## src/rtl/alu_pkg.sv

```systemverilog
// Shared definitions for the ALU issue controller.
//   - opcode class codes (class lives in the top two opcode bits)
//   - a few named opcodes
//   - controller FSM state type
package alu_pkg;

  localparam logic [1:0] CLS_ILL = 2'b00;
  localparam logic [1:0] CLS_ARI = 2'b01;
  localparam logic [1:0] CLS_REL = 2'b10;
  localparam logic [1:0] CLS_SHF = 2'b11;

  localparam logic [5:0] OP_ADD = 6'b010000;
  localparam logic [5:0] OP_SUB = 6'b010001;
  localparam logic [5:0] OP_EQ  = 6'b100000;

  typedef enum logic [1:0] {
    IDLE,
    EXEC,
    WB
  } ctrlState;

  // Relational ops only report Z/N; the carry flag survives them.
  function automatic logic updatesCarry(input logic [1:0] cls);
    return cls != CLS_REL;
  endfunction

endpackage

```

## src/rtl/alu_regfile.sv

```systemverilog
// Register file for the ALU issue controller.
//   clk, rst            : clock, synchronous active-high reset (clears all entries)
//   wrEn/wrAddr/wrData  : single synchronous write port
//   rdAddr1 -> rdData1  : asynchronous read (rs1)
//   rdAddr2 -> rdData2  : asynchronous read (rs2)
//   dbgAddr -> dbgData  : asynchronous read (debug)
module alu_regfile #(
  parameter int DATA_W = 32,
  parameter int NREGS  = 8,
  parameter int AW     = 3
) (
  input  logic              clk,
  input  logic              rst,
  input  logic              wrEn,
  input  logic [AW-1:0]     wrAddr,
  input  logic [DATA_W-1:0] wrData,
  input  logic [AW-1:0]     rdAddr1,
  output logic [DATA_W-1:0] rdData1,
  input  logic [AW-1:0]     rdAddr2,
  output logic [DATA_W-1:0] rdData2,
  input  logic [AW-1:0]     dbgAddr,
  output logic [DATA_W-1:0] dbgData
);

  logic [DATA_W-1:0] regs [NREGS];

  // Reset must clear every entry, so this stays a flop array rather than a RAM.
  always_ff @(posedge clk) begin
    if (rst) begin
      for (int i = 0; i < NREGS; i++) begin
        regs[i] <= '0;
      end
    end else if (wrEn) begin
      regs[wrAddr] <= wrData;
    end
  end

  assign rdData1 = regs[rdAddr1];
  assign rdData2 = regs[rdAddr2];
  assign dbgData = regs[dbgAddr];

endmodule

```

## src/rtl/alu_issue_ctrl.sv

```systemverilog
// Single-issue sequencer feeding an external combinational ALU.
//   instr_*        : instruction handshake (valid/ready), opcode, rd/rs1/rs2, use_c
//   ld_*           : direct register load (wins over instructions in IDLE)
//   alu_a/b/op/cin : registered ALU operand drive, held outside EXEC
//   alu_ans/ans_opt/z/n : ALU results, sampled after ALU_LAT cycles
//   flag_c/z/n     : architectural flags, updated on writeback
//   done / err     : one-cycle pulses for writeback / illegal opcode
//   dbg_addr/data  : combinational register file peek
module alu_issue_ctrl
  import alu_pkg::*;
#(
  parameter int DATA_W  = 32,
  parameter int NREGS   = 8,
  parameter int AW      = 3,
  parameter int OP_W    = 6,
  parameter int ALU_LAT = 1
) (
  input  logic              clk,
  input  logic              rst,
  input  logic              instr_valid,
  output logic              instr_ready,
  input  logic [OP_W-1:0]   instr_op,
  input  logic [AW-1:0]     instr_rd,
  input  logic [AW-1:0]     instr_rs1,
  input  logic [AW-1:0]     instr_rs2,
  input  logic              instr_use_c,
  input  logic              ld_valid,
  input  logic [AW-1:0]     ld_addr,
  input  logic [DATA_W-1:0] ld_data,
  output logic [DATA_W-1:0] alu_a,
  output logic [DATA_W-1:0] alu_b,
  output logic [OP_W-1:0]   alu_op,
  output logic              alu_cin,
  input  logic [DATA_W-1:0] alu_ans,
  input  logic              alu_ans_opt,
  input  logic              alu_z,
  input  logic              alu_n,
  output logic              flag_c,
  output logic              flag_z,
  output logic              flag_n,
  output logic              done,
  output logic              err,
  input  logic [AW-1:0]     dbg_addr,
  output logic [DATA_W-1:0] dbg_data
);

  localparam int CNT_W = (ALU_LAT > 1) ? $clog2(ALU_LAT) : 1;
  localparam logic [CNT_W-1:0] CNT_LAST = CNT_W'(ALU_LAT - 1);

  ctrlState          state;
  logic [CNT_W-1:0]  cnt;
  logic [AW-1:0]     rdLatch;
  logic [1:0]        clsLatch;
  logic [DATA_W-1:0] ansHold;
  logic              cHold;
  logic              zHold;
  logic              nHold;

  logic [DATA_W-1:0] rs1Data;
  logic [DATA_W-1:0] rs2Data;
  logic              wrEn;
  logic [AW-1:0]     wrAddr;
  logic [DATA_W-1:0] wrData;
  logic              accept;
  logic [1:0]        instrCls;

  assign instrCls    = instr_op[OP_W-1 -: 2];
  assign instr_ready = (state == IDLE) && !ld_valid;
  assign accept      = instr_valid && instr_ready;

  // One write port shared by direct loads (IDLE) and writeback (WB);
  // the two never coincide because loads are ignored outside IDLE.
  always_comb begin
    wrEn   = 1'b0;
    wrAddr = ld_addr;
    wrData = ld_data;
    if (state == IDLE && ld_valid) begin
      wrEn = 1'b1;
    end else if (state == WB) begin
      wrEn   = 1'b1;
      wrAddr = rdLatch;
      wrData = ansHold;
    end
  end

  alu_regfile #(
    .DATA_W(DATA_W),
    .NREGS (NREGS),
    .AW    (AW)
  ) uRegfile (
    .clk    (clk),
    .rst    (rst),
    .wrEn   (wrEn),
    .wrAddr (wrAddr),
    .wrData (wrData),
    .rdAddr1(instr_rs1),
    .rdData1(rs1Data),
    .rdAddr2(instr_rs2),
    .rdData2(rs2Data),
    .dbgAddr(dbg_addr),
    .dbgData(dbg_data)
  );

  always_ff @(posedge clk) begin
    if (rst) begin
      state    <= IDLE;
      cnt      <= '0;
      rdLatch  <= '0;
      clsLatch <= CLS_ILL;
      ansHold  <= '0;
      cHold    <= 1'b0;
      zHold    <= 1'b0;
      nHold    <= 1'b0;
      alu_a    <= '0;
      alu_b    <= '0;
      alu_op   <= '0;
      alu_cin  <= 1'b0;
      flag_c   <= 1'b0;
      flag_z   <= 1'b0;
      flag_n   <= 1'b0;
      done     <= 1'b0;
      err      <= 1'b0;
    end else begin
      done <= 1'b0;
      err  <= 1'b0;
      case (state)
        IDLE: begin
          if (accept) begin
            if (instrCls == CLS_ILL) begin
              err <= 1'b1;
            end else begin
              // The ALU operand registers double as the operand latches, so
              // a later write to rs1/rs2 cannot disturb this instruction.
              // Carry-in is resolved here, from flag_c as it stands at accept.
              alu_a    <= rs1Data;
              alu_b    <= rs2Data;
              alu_op   <= instr_op;
              alu_cin  <= instr_use_c & flag_c;
              rdLatch  <= instr_rd;
              clsLatch <= instrCls;
              cnt      <= '0;
              state    <= EXEC;
            end
          end
        end
        EXEC: begin
          if (cnt == CNT_LAST) begin
            ansHold <= alu_ans;
            cHold   <= alu_ans_opt;
            zHold   <= alu_z;
            nHold   <= alu_n;
            state   <= WB;
          end else begin
            cnt <= cnt + 1'b1;
          end
        end
        WB: begin
          if (updatesCarry(clsLatch)) begin
            flag_c <= cHold;
          end
          flag_z <= zHold;
          flag_n <= nHold;
          done   <= 1'b1;
          state  <= IDLE;
        end
        default: state <= IDLE;
      endcase
    end
  end

endmodule

```

## config.mk

```make
export PLATFORM = sky130hd
export DESIGN_NAME = alu_issue_ctrl
export DESIGN_NICKNAME = d
export VERILOG_FILES = /design/src/rtl/alu_pkg.sv /design/src/rtl/alu_regfile.sv /design/src/rtl/alu_issue_ctrl.sv
export SDC_FILE = /design/constraint.sdc
export NUM_CORES = 1
export LEC_CHECK = 0
export ABC_AREA = 0
export BUFFER_PORTS_ARGS = -buffer_cell sky130_fd_sc_hd__buf_2
export CORE_MARGIN = 1.5
export CORE_UTILIZATION = 60
export DETAILED_ROUTE_END_ITERATION = 10
export PLACE_DENSITY_LB_ADDON = 0.15
export SLEW_MARGIN = 30
export SYNTH_ARGS = -nofsm -noshare
export SYNTH_HDL_FRONTEND = slang
export SYNTH_SLANG_ARGS = --single-unit
```

## constraint.sdc

```tcl
create_clock -name clk -period 4.1 [get_ports clk]
set_input_delay 1.025 -clock clk [delete_from_list [all_inputs] [get_ports clk]]
set_output_delay 1.025 -clock clk [all_outputs]
set_load 0.02 [all_outputs]
```

# After elaboration in Yosys (flattened, before gate mapping)
# Memories as Yosys holds them, arrays and structs flattened. A register that Yosys moved wholly into a read port is not among the register bits.
# Cells that the tools add are included.
[word_totals]
ff_bits = 55
ramBits = 256
inputBits = 93
out_inout_bits = 109
mem_count = 1
[mem_list]
columns = ["memory", "depth", "word_bits", "rd", "rd_ports_with_merged_regs", "wr", "line_no", "source"]
rows = [
  ["uRegfile.regs", 8, 32, 3, 2, 8, "alu_regfile.sv:25", "logic [DATA_W-1:0] regs [NREGS];"],
]
[classes]
add_sub_neg = 1
eq_ne = 6
muxes = 23
bitwise_logic = 5
n_reduce_logical = 14
[op_table]
columns = ["op", "count"]
rows = [
  ["$mux 32", 3],
  ["$reduce_or 32->1", 1],
  ["$mux 1", 12],
  ["$mux 3", 3],
  ["$reduce_and 3->1", 3],
  ["$ne 2x2->1 const B", 4],
  ["$mux 2", 3],
  ["$logic_not 2->1", 2],
  ["$not 1->1", 4],
  ["$pmux 2 s2", 1],
  ["$reduce_and 2->1", 2],
  ["$logic_and 1x1->1", 3],
  ["$reduce_or 3->1", 1],
  ["$eq 2x1->1 const B", 1],
  ["$eq 2x2->1 const B", 1],
  ["$pmux 1 s2", 1],
  ["$reduce_bool 2->1", 1],
  ["$add 1x1->1 const B", 1],
  ["$and 1x1->1", 1],
  ["$logic_not 1->1", 1],
]

# Logic depth before layout (Yosys ltp)
# Gate-level depths: netlist of the first run.
[depth]
word_depth = 8
ltp_mapped = 6

# By module
# A second synthesis of the first run with hierarchy kept.
[hier_totals]
hier_cells = 1592
area_unflattened_um2 = 20422.1
[modules_own_cells]
columns = ["mod", "n_inst", "cells_each", "area_each_um2"]
rows = [
  ["alu_regfile", 1, 957, 15721.3],
  ["alu_issue_ctrl", 1, 635, 4700.8],
]

# Worst setup path after synthesis of the first run
# OpenSTA, ideal clock, no wires.
[synth_timing]
path_kind = "input to register"
startpoint = "input port rst"
endpoint = "memory uRegfile.regs[3][0], enable pin"
setup_time_ns = 0.428
arrival_ns = 3.330
setup_slack_ns = 0.342
path_stages = 6
path_buffers = 3
path_cell_list = "clkbuf_1 -> nor2_1 -> o21ai_2 -> buf_4 -> buf_2 -> o21bai_1"
[synth_lines]
columns = ["item", "line_no", "source"]
rows = [
  ["from (decl)", "alu_issue_ctrl.sv:19", "input logic rst,"],
  ["to (decl)", "alu_regfile.sv:25", ""],
]

# Worst setup path after layout of the first run
[layout_timing]
startpoint = "input port dbg_addr[0]"
endpoint = "output port dbg_data[18]"
[layout_via]
elab_chain_len = 1
[layout_lines]
columns = ["item", "line_no", "source"]
rows = [
  ["from (decl)", "alu_issue_ctrl.sv:43", "input logic [AW-1:0] dbg_addr,"],
  ["$mem_v2 8x32", "-", ""],
  ["to (decl)", "alu_issue_ctrl.sv:44", "output logic [DATA_W-1:0] dbg_data"],
]
# Every way passes these cells.

==> summary.md, run 1 <==
| Metric | Value |
|---|---|
| Status | `completed` |
| Unrepaired setup endpoints after global routing | `false` |
| Post-synthesis mux area share | `0.287` |
| Fin. Hold Viols | `0` |
| Filler cells | `2436` |
| I/O Buffers | `201` |
| Storage cell area | `10000 um^2` |
| CTS tree | `built` |
| Initial core utilization | `0.606` |
| Post-synthesis compound-gate area fraction | `0.0599` |
| First-pass GRT wire length | `84200 um` |
| Most area-consuming cells after synthesis | `edfxtp_1, mux4_2, dfxtp_1` |
| Clock transition at path regs | `0.06 ns` |
| Setup TNS | `0 ns` |
| Pleak | `8.10 nW` |
| Crit path kind | `in -> out` |
| DP HPWL | `34800 um` |
| Max-Cap Viols | `0` |
| Peak VDD IR | `342 uV` |
| Diodes inserted | `0` |
| Vias in the first global route | `13700` |
| DRT antenna net count | `0` |
| Grt ovf | `0` |
| Placer Congestion | `0.803` |
| Synth warn | `0` |
| Clock sink count | `372` |
| Later-pin clock latency in the skew report | `0.55 ns` |
| Worst Hold Class | `reg -> reg` |
| Vias | `13900` |
| FFs w/ async S/R, synth | `0` |
| DRC errors left | `0` |
| Height of the die | `189 um` |
| Worst Skew | `0.0228 ns` |
| Slew @ Worst Pin | `0.984 ns` |
| Largest family of logic cells by synthesized area | `multiplexers` |
| Top cell types by occurrence after synthesis | `edfxtp_1, mux4_2, nor3_2, dfxtp_1, a21oi_1` |
| Drt pass-1 iters | `5` |
| Prevailing post-synth register cell | `edfxtp_1` |
| Peak Freq | `0.277 GHz` |
| Sequential element share of the synthesized area | `0.481` |
| Tcrit/Tclk final | `0.881` |
| Fraction of layout cells with a size suffix above 1 | `0.479` |
| Num CTS Buffers | `41` |
| Fin. max-slew vios | `0` |
| Post-Syn Area | `20800 um^2` |
| Synth Instances | `1420` |
| Die area | `35800 um^2` |
| Largest area contributor in the netlist | `edfxtp_1` |
| Max H-tree Level | `2` |
| Crit path capture type | `output port` |
| Die Wd | `189 um` |
| Crit start category | `primary input` |
| Final wirelength | `55400 um` |
| Max_slew headroom | `0.342` |
| PwrDens | `403 nW/um^2` |
| Yosys reg bits | `372` |
| DR iter-0 viols | `1450` |
| Antenna violations before repair | `0` |
| Io pins | `202` |
| Area occupied by multi-input gates | `10000 um^2` |
| Post-CTS Setup Bufs | `0` |
| Post-Synth XOR/XNOR Area | `0` |
| Final nets | `1648` |
| Core area | `34400 um^2` |
| Avg Inst Size Synth | `14.7 um^2` |
| Most frequent cell after synthesis | `edfxtp_1` |
| Synthesized-area fraction occupied by adder cells | `0` |
| Critical Path RT | `3.07 ns` |
| Hold WS | `0.454 ns` |
| CP Data Arrival Time | `2.59 ns` |
| Cell Rows | `68` |
| Synth unique cells | `44` |
| Synth top area share | `0.369` |
| Final setup viols | `0` |
| # resized after CTS | `0` |
| Largest net degree at the start of global routing | `97` |
| Area grow syn2layout | `13.4%` |
| Clock Path Buffers | `3` |
| Final min period | `3.61 ns` |
| Drt via density | `6.82` |
| Clk root buf | `clkbuf_16` |
| Syn nets | `1513` |
| Tot GR Track Use | `0.313` |
| Simple-gate share of the synthesized area | `0.126` |
| Number of flops mapped to enable cells by yosys | `256` |
| Crit path max fanout | `20` |
| Wire length per cell | `27.1 um` |
| Hold Buf Count CTS | `0` |
## cells by family after synthesis
group,Yosys count
and+or+nand+nor,362
DFF,372
buffers and inverters,165
AOI/OAI and AO/OA,199
muxes,322
## through the flow
step                       util  area (um^2)  power (mW)  setup slack (ns)  cells
after global placement    0.645        22200        5.76             0.517   1966
after global routing      0.687        23600        9.81             0.411   2043
after floorplan               -        20800        5.34             0.342   1420
after CTS                 0.686        23600        9.55             0.472   2042
final                     0.687        23600        9.52             0.489   2043
after detailed placement  0.645        22200        5.79             0.488   1966
## metal layers
metal | wire length (um) | vias to the layer above | global-route usage | part of all wire
met4 | 1530 | 0 | 0.0943 | 0.028
li1 | - | 5959 | - | -
met1 | 22200 | 7084 | 0.441 | 0.40
met2 | 26300 | 781 | 0.492 | 0.47
met3 | 5350 | 104 | 0.0699 | 0.096
met5 | 0 | - | 0 | 0
## worst paths after layout
check / endpoint / slack [ns] / start / cells after the start
hold reg to reg: ansHold[5]$_SDFFE_PP0N_ / 0.45 / ansHold[5]$_SDFFE_PP0N_ / 2
hold / removal: ansHold[5]$_SDFFE_PP0N_ / 0.45 / ansHold[5]$_SDFFE_PP0N_ / 2
setup / recovery: dbg_data[18] / 0.49 / dbg_addr[0] / 5
setup reg to reg: uRegfile.regs[6][28]$_SDFFCE_PN0P_ / 1.23 / state[0]$_SDFFE_PP0P_ / 5
## flip-flops by register name (all words and copies together), names as in the netlist, 2 cells and up
signal         flops
ansHold           32
rdLatch            3
alu_op             5
uRegfile.regs    256
state              2
alu_a             32
alu_b             32
## critical path, cell delays in order
cell and delay [ns]:
buf_4 0.11, buf_4 0.39, mux4_2 0.56, mux2_2 0.32, buf_2 0.17
## report_power, final
group,internal [mW],switching (mW)
combinational,0.575,0.839
clock,2.28,1.51
sequential,4.18,0.128
## layout make-up
| class | count | share of cell area |
|---|---|---|
| well taps | 455 | 0.0241 |
| clock inverters | 19 | 0.00843 |
| flip-flops and latches | 372 | 0.424 |
| multi-input cells | 883 | 0.425 |
| clock buffers | 57 | 0.0504 |
| inverters | 4 | 0.000636 |
| repair buffers | 253 | 0.0675 |
## cell usage in the layout (no fill, tap or decap), types with 13 or more instances in the layout
master,count
a211oi_1,54
a21oi_1,109
nand2_1,72
nor3_1,97
buf_2,197
edfxtp_1,256
dfxtp_1,116
buf_12,13
buf_4,41
nor3_2,162
mux2i_1,73
mux4_2,192
mux2_2,32
clkbuf_16,44
mux2i_4,25
Power figures use the tool's default switching activity.
==> run 2, diff against run 1 <==
- REMOVE_ABC_BUFFERS: not set -> 1
- SLEW_MARGIN: 30 -> 20
==> run 2 against run 1 <==
Effect of this change:
- final cell count decreased by 0.44%
- setup slack worse by 0.0037 ns
- total power down 2.2%
- fmax down 0.10%
- worst hold slack lost 0.0032 ns
==> summary.md, run 2 (synthesis results as in run 1) <==
| Metric | Value |
|---|---|
| DP HPWL | `32600 um` |
| Max_slew headroom | `0.270` |
| Clock Path Buffers | `3` |
| Die Wd | `189 um` |
| Pleak | `8.06 nW` |
| Biggest register | `uRegfile.regs` |
| PwrDens | `396 nW/um^2` |
| Cell Int Power | `6.90 mW` |
| Antenna violations before repair | `0` |
| Core area | `34400 um^2` |
| Die area | `35800 um^2` |
| Tcrit/Tclk final | `0.882` |
| Largest net degree at the start of global routing | `89` |
| Vias in the first global route | `14000` |
| First-pass GRT wire length | `82500 um` |
| Sequential power share | `0.463` |
| # resized after CTS | `0` |
| Setup TNS | `0 ns` |
| Last element of the critical path | `dbg_data[10]` |
| Most frequent cells in the layout | `edfxtp_1, buf_2, mux4_2` |
| Io pins | `202` |
| Drt via density | `6.82` |
| Drt pass-1 iters | `7` |
| Final wirelength | `53800 um` |
| Slew @ Worst Pin | `1.10 ns` |
| Status | `completed` |
| Vias | `13900` |
| Hold Path Depth | `2` |
| Gate power share | `0.151` |
| Final setup viols | `0` |
| Tot GR Track Use | `0.305` |
| Placer Congestion | `0.813` |
| Height of the die | `189 um` |
| Cell Rows | `68` |
| Worst Hold Class | `reg -> reg` |
| Fin. max-slew vios | `0` |
| Max H-tree Level | `2` |
| Area grow syn2layout | `13.0%` |
| Critical Path RT | `3.07 ns` |
| Crit path kind | `in -> out` |
| Num CTS Buffers | `41` |
| Crit path capture type | `output port` |
| DRT antenna net count | `0` |
| Fin. Hold Viols | `0` |
| Wire length per cell | `26.5 um` |
| Peak Freq | `0.277 GHz` |
| Initial core utilization | `0.606` |
| Worst Skew | `0.0198 ns` |
| Max-Cap Viols | `0` |
| Sw power | `2.41 mW` |
| Worst R2R Start | `state[1]$_SDFFE_PP0P_` |
| Crit start category | `primary input` |
| Unrepaired setup endpoints after global routing | `false` |
| Crit path max fanout | `31` |
| Pwr Total | `9.31 mW` |
| Clock transition at path regs | `0.06 ns` |
| Critical Path Source | `dbg_addr[0]` |
| Grt ovf | `0` |
| R2R setup slack | `1.35 ns` |
| DRC errors left | `0` |
| DR iter-0 viols | `1238` |
| CTS tree | `built` |
| CP Data Arrival Time | `2.59 ns` |
| Largest register FFs | `256` |
| Critical R2R Capture | `uRegfile.regs[3][29]$_SDFFCE_PN0P_` |
| Post-CTS Setup Bufs | `0` |
| Clock sink count | `372` |
| Reg2Reg Depth | `5` |
| Commonest non-fill, non-tap cell in the layout | `edfxtp_1` |
| Switching share of power | `0.259` |
| I/O Buffers | `201` |
| Peak VDD IR | `254 uV` |
| Diodes inserted | `0` |
| Fraction of layout cells with a size suffix above 1 | `0.477` |
| Clk pwr share | `0.386` |
| Final nets | `1642` |
| Clk root buf | `clkbuf_16` |
| Hold Buf Count CTS | `0` |
| Final min period | `3.62 ns` |
| Later-pin clock latency in the skew report | `0.53 ns` |
-- run 2: cell type report --
cell class | count | area (um^2)
Fill cell | 2399 | 10900
Multi-Input combinational cell | 883 | 10000
Sequential cell | 372 | 10000
Timing Repair Buffer | 247 | 1590
Clock buffer | 55 | 1140
Tap cell | 455 | 569
Clock inverter | 18 | 169
Inverter | 4 | 15.0
-- run 2: worst min path at each step --
| stage | start | endpoint |
|---|---|---|
| floorplan | cHold$_SDFFE_PP0N_ | cHold$_SDFFE_PP0N_ |
| global placement | cHold$_SDFFE_PP0N_ | cHold$_SDFFE_PP0N_ |
| detailed placement | cHold$_SDFFE_PP0N_ | cHold$_SDFFE_PP0N_ |
| CTS | cHold$_SDFFE_PP0N_ | cHold$_SDFFE_PP0N_ |
| global route | ansHold[31]$_SDFFE_PP0N_ | ansHold[31]$_SDFFE_PP0N_ |
| finish | cHold$_SDFFE_PP0N_ | cHold$_SDFFE_PP0N_ |
-- run 2: power groups by stage --
stage | Clock [mW] | Sequential, mW | Combinational, mW
6_report | 3.60 | 4.31 | 1.40
5_1_grt | 3.79 | 4.32 | 1.49
4_1_cts | 3.64 | 4.30 | 1.41
3_5_place_dp | 0 | 4.38 | 1.40
3_3_place_gp | 0 | 4.37 | 1.38
2_1_floorplan | 0 | 4.40 | 0.774
-- run 2: critical path: stages --
cell,delay (ns)
buf_4,0.22
buf_12,0.30
mux4_2,0.55
mux2_2,0.31
buf_2,0.17
-- run 2: stage by stage --
step	cells	cell area, um^2	utilization	hold slack (ns)	setup slack [ns]
3_5_place_dp	1960	22200	0.646	0.442	0.462
2_1_floorplan	1259	19900	-	0.425	-4.10
3_3_place_gp	1960	22200	0.646	0.440	0.504
4_1_cts	2033	23500	0.684	0.451	0.458
5_1_grt	2034	23500	0.684	0.485	0.421
6_report	2034	23500	0.684	0.451	0.485
-- run 2: layer usage --
| metal | GRT usage | part of all wire |
|---|---|---|
| met1 | 0.401 | 0.38 |
| met4 | 0.109 | 0.032 |
| met3 | 0.0456 | 0.078 |
| met2 | 0.521 | 0.51 |
| met5 | 0 | 0 |
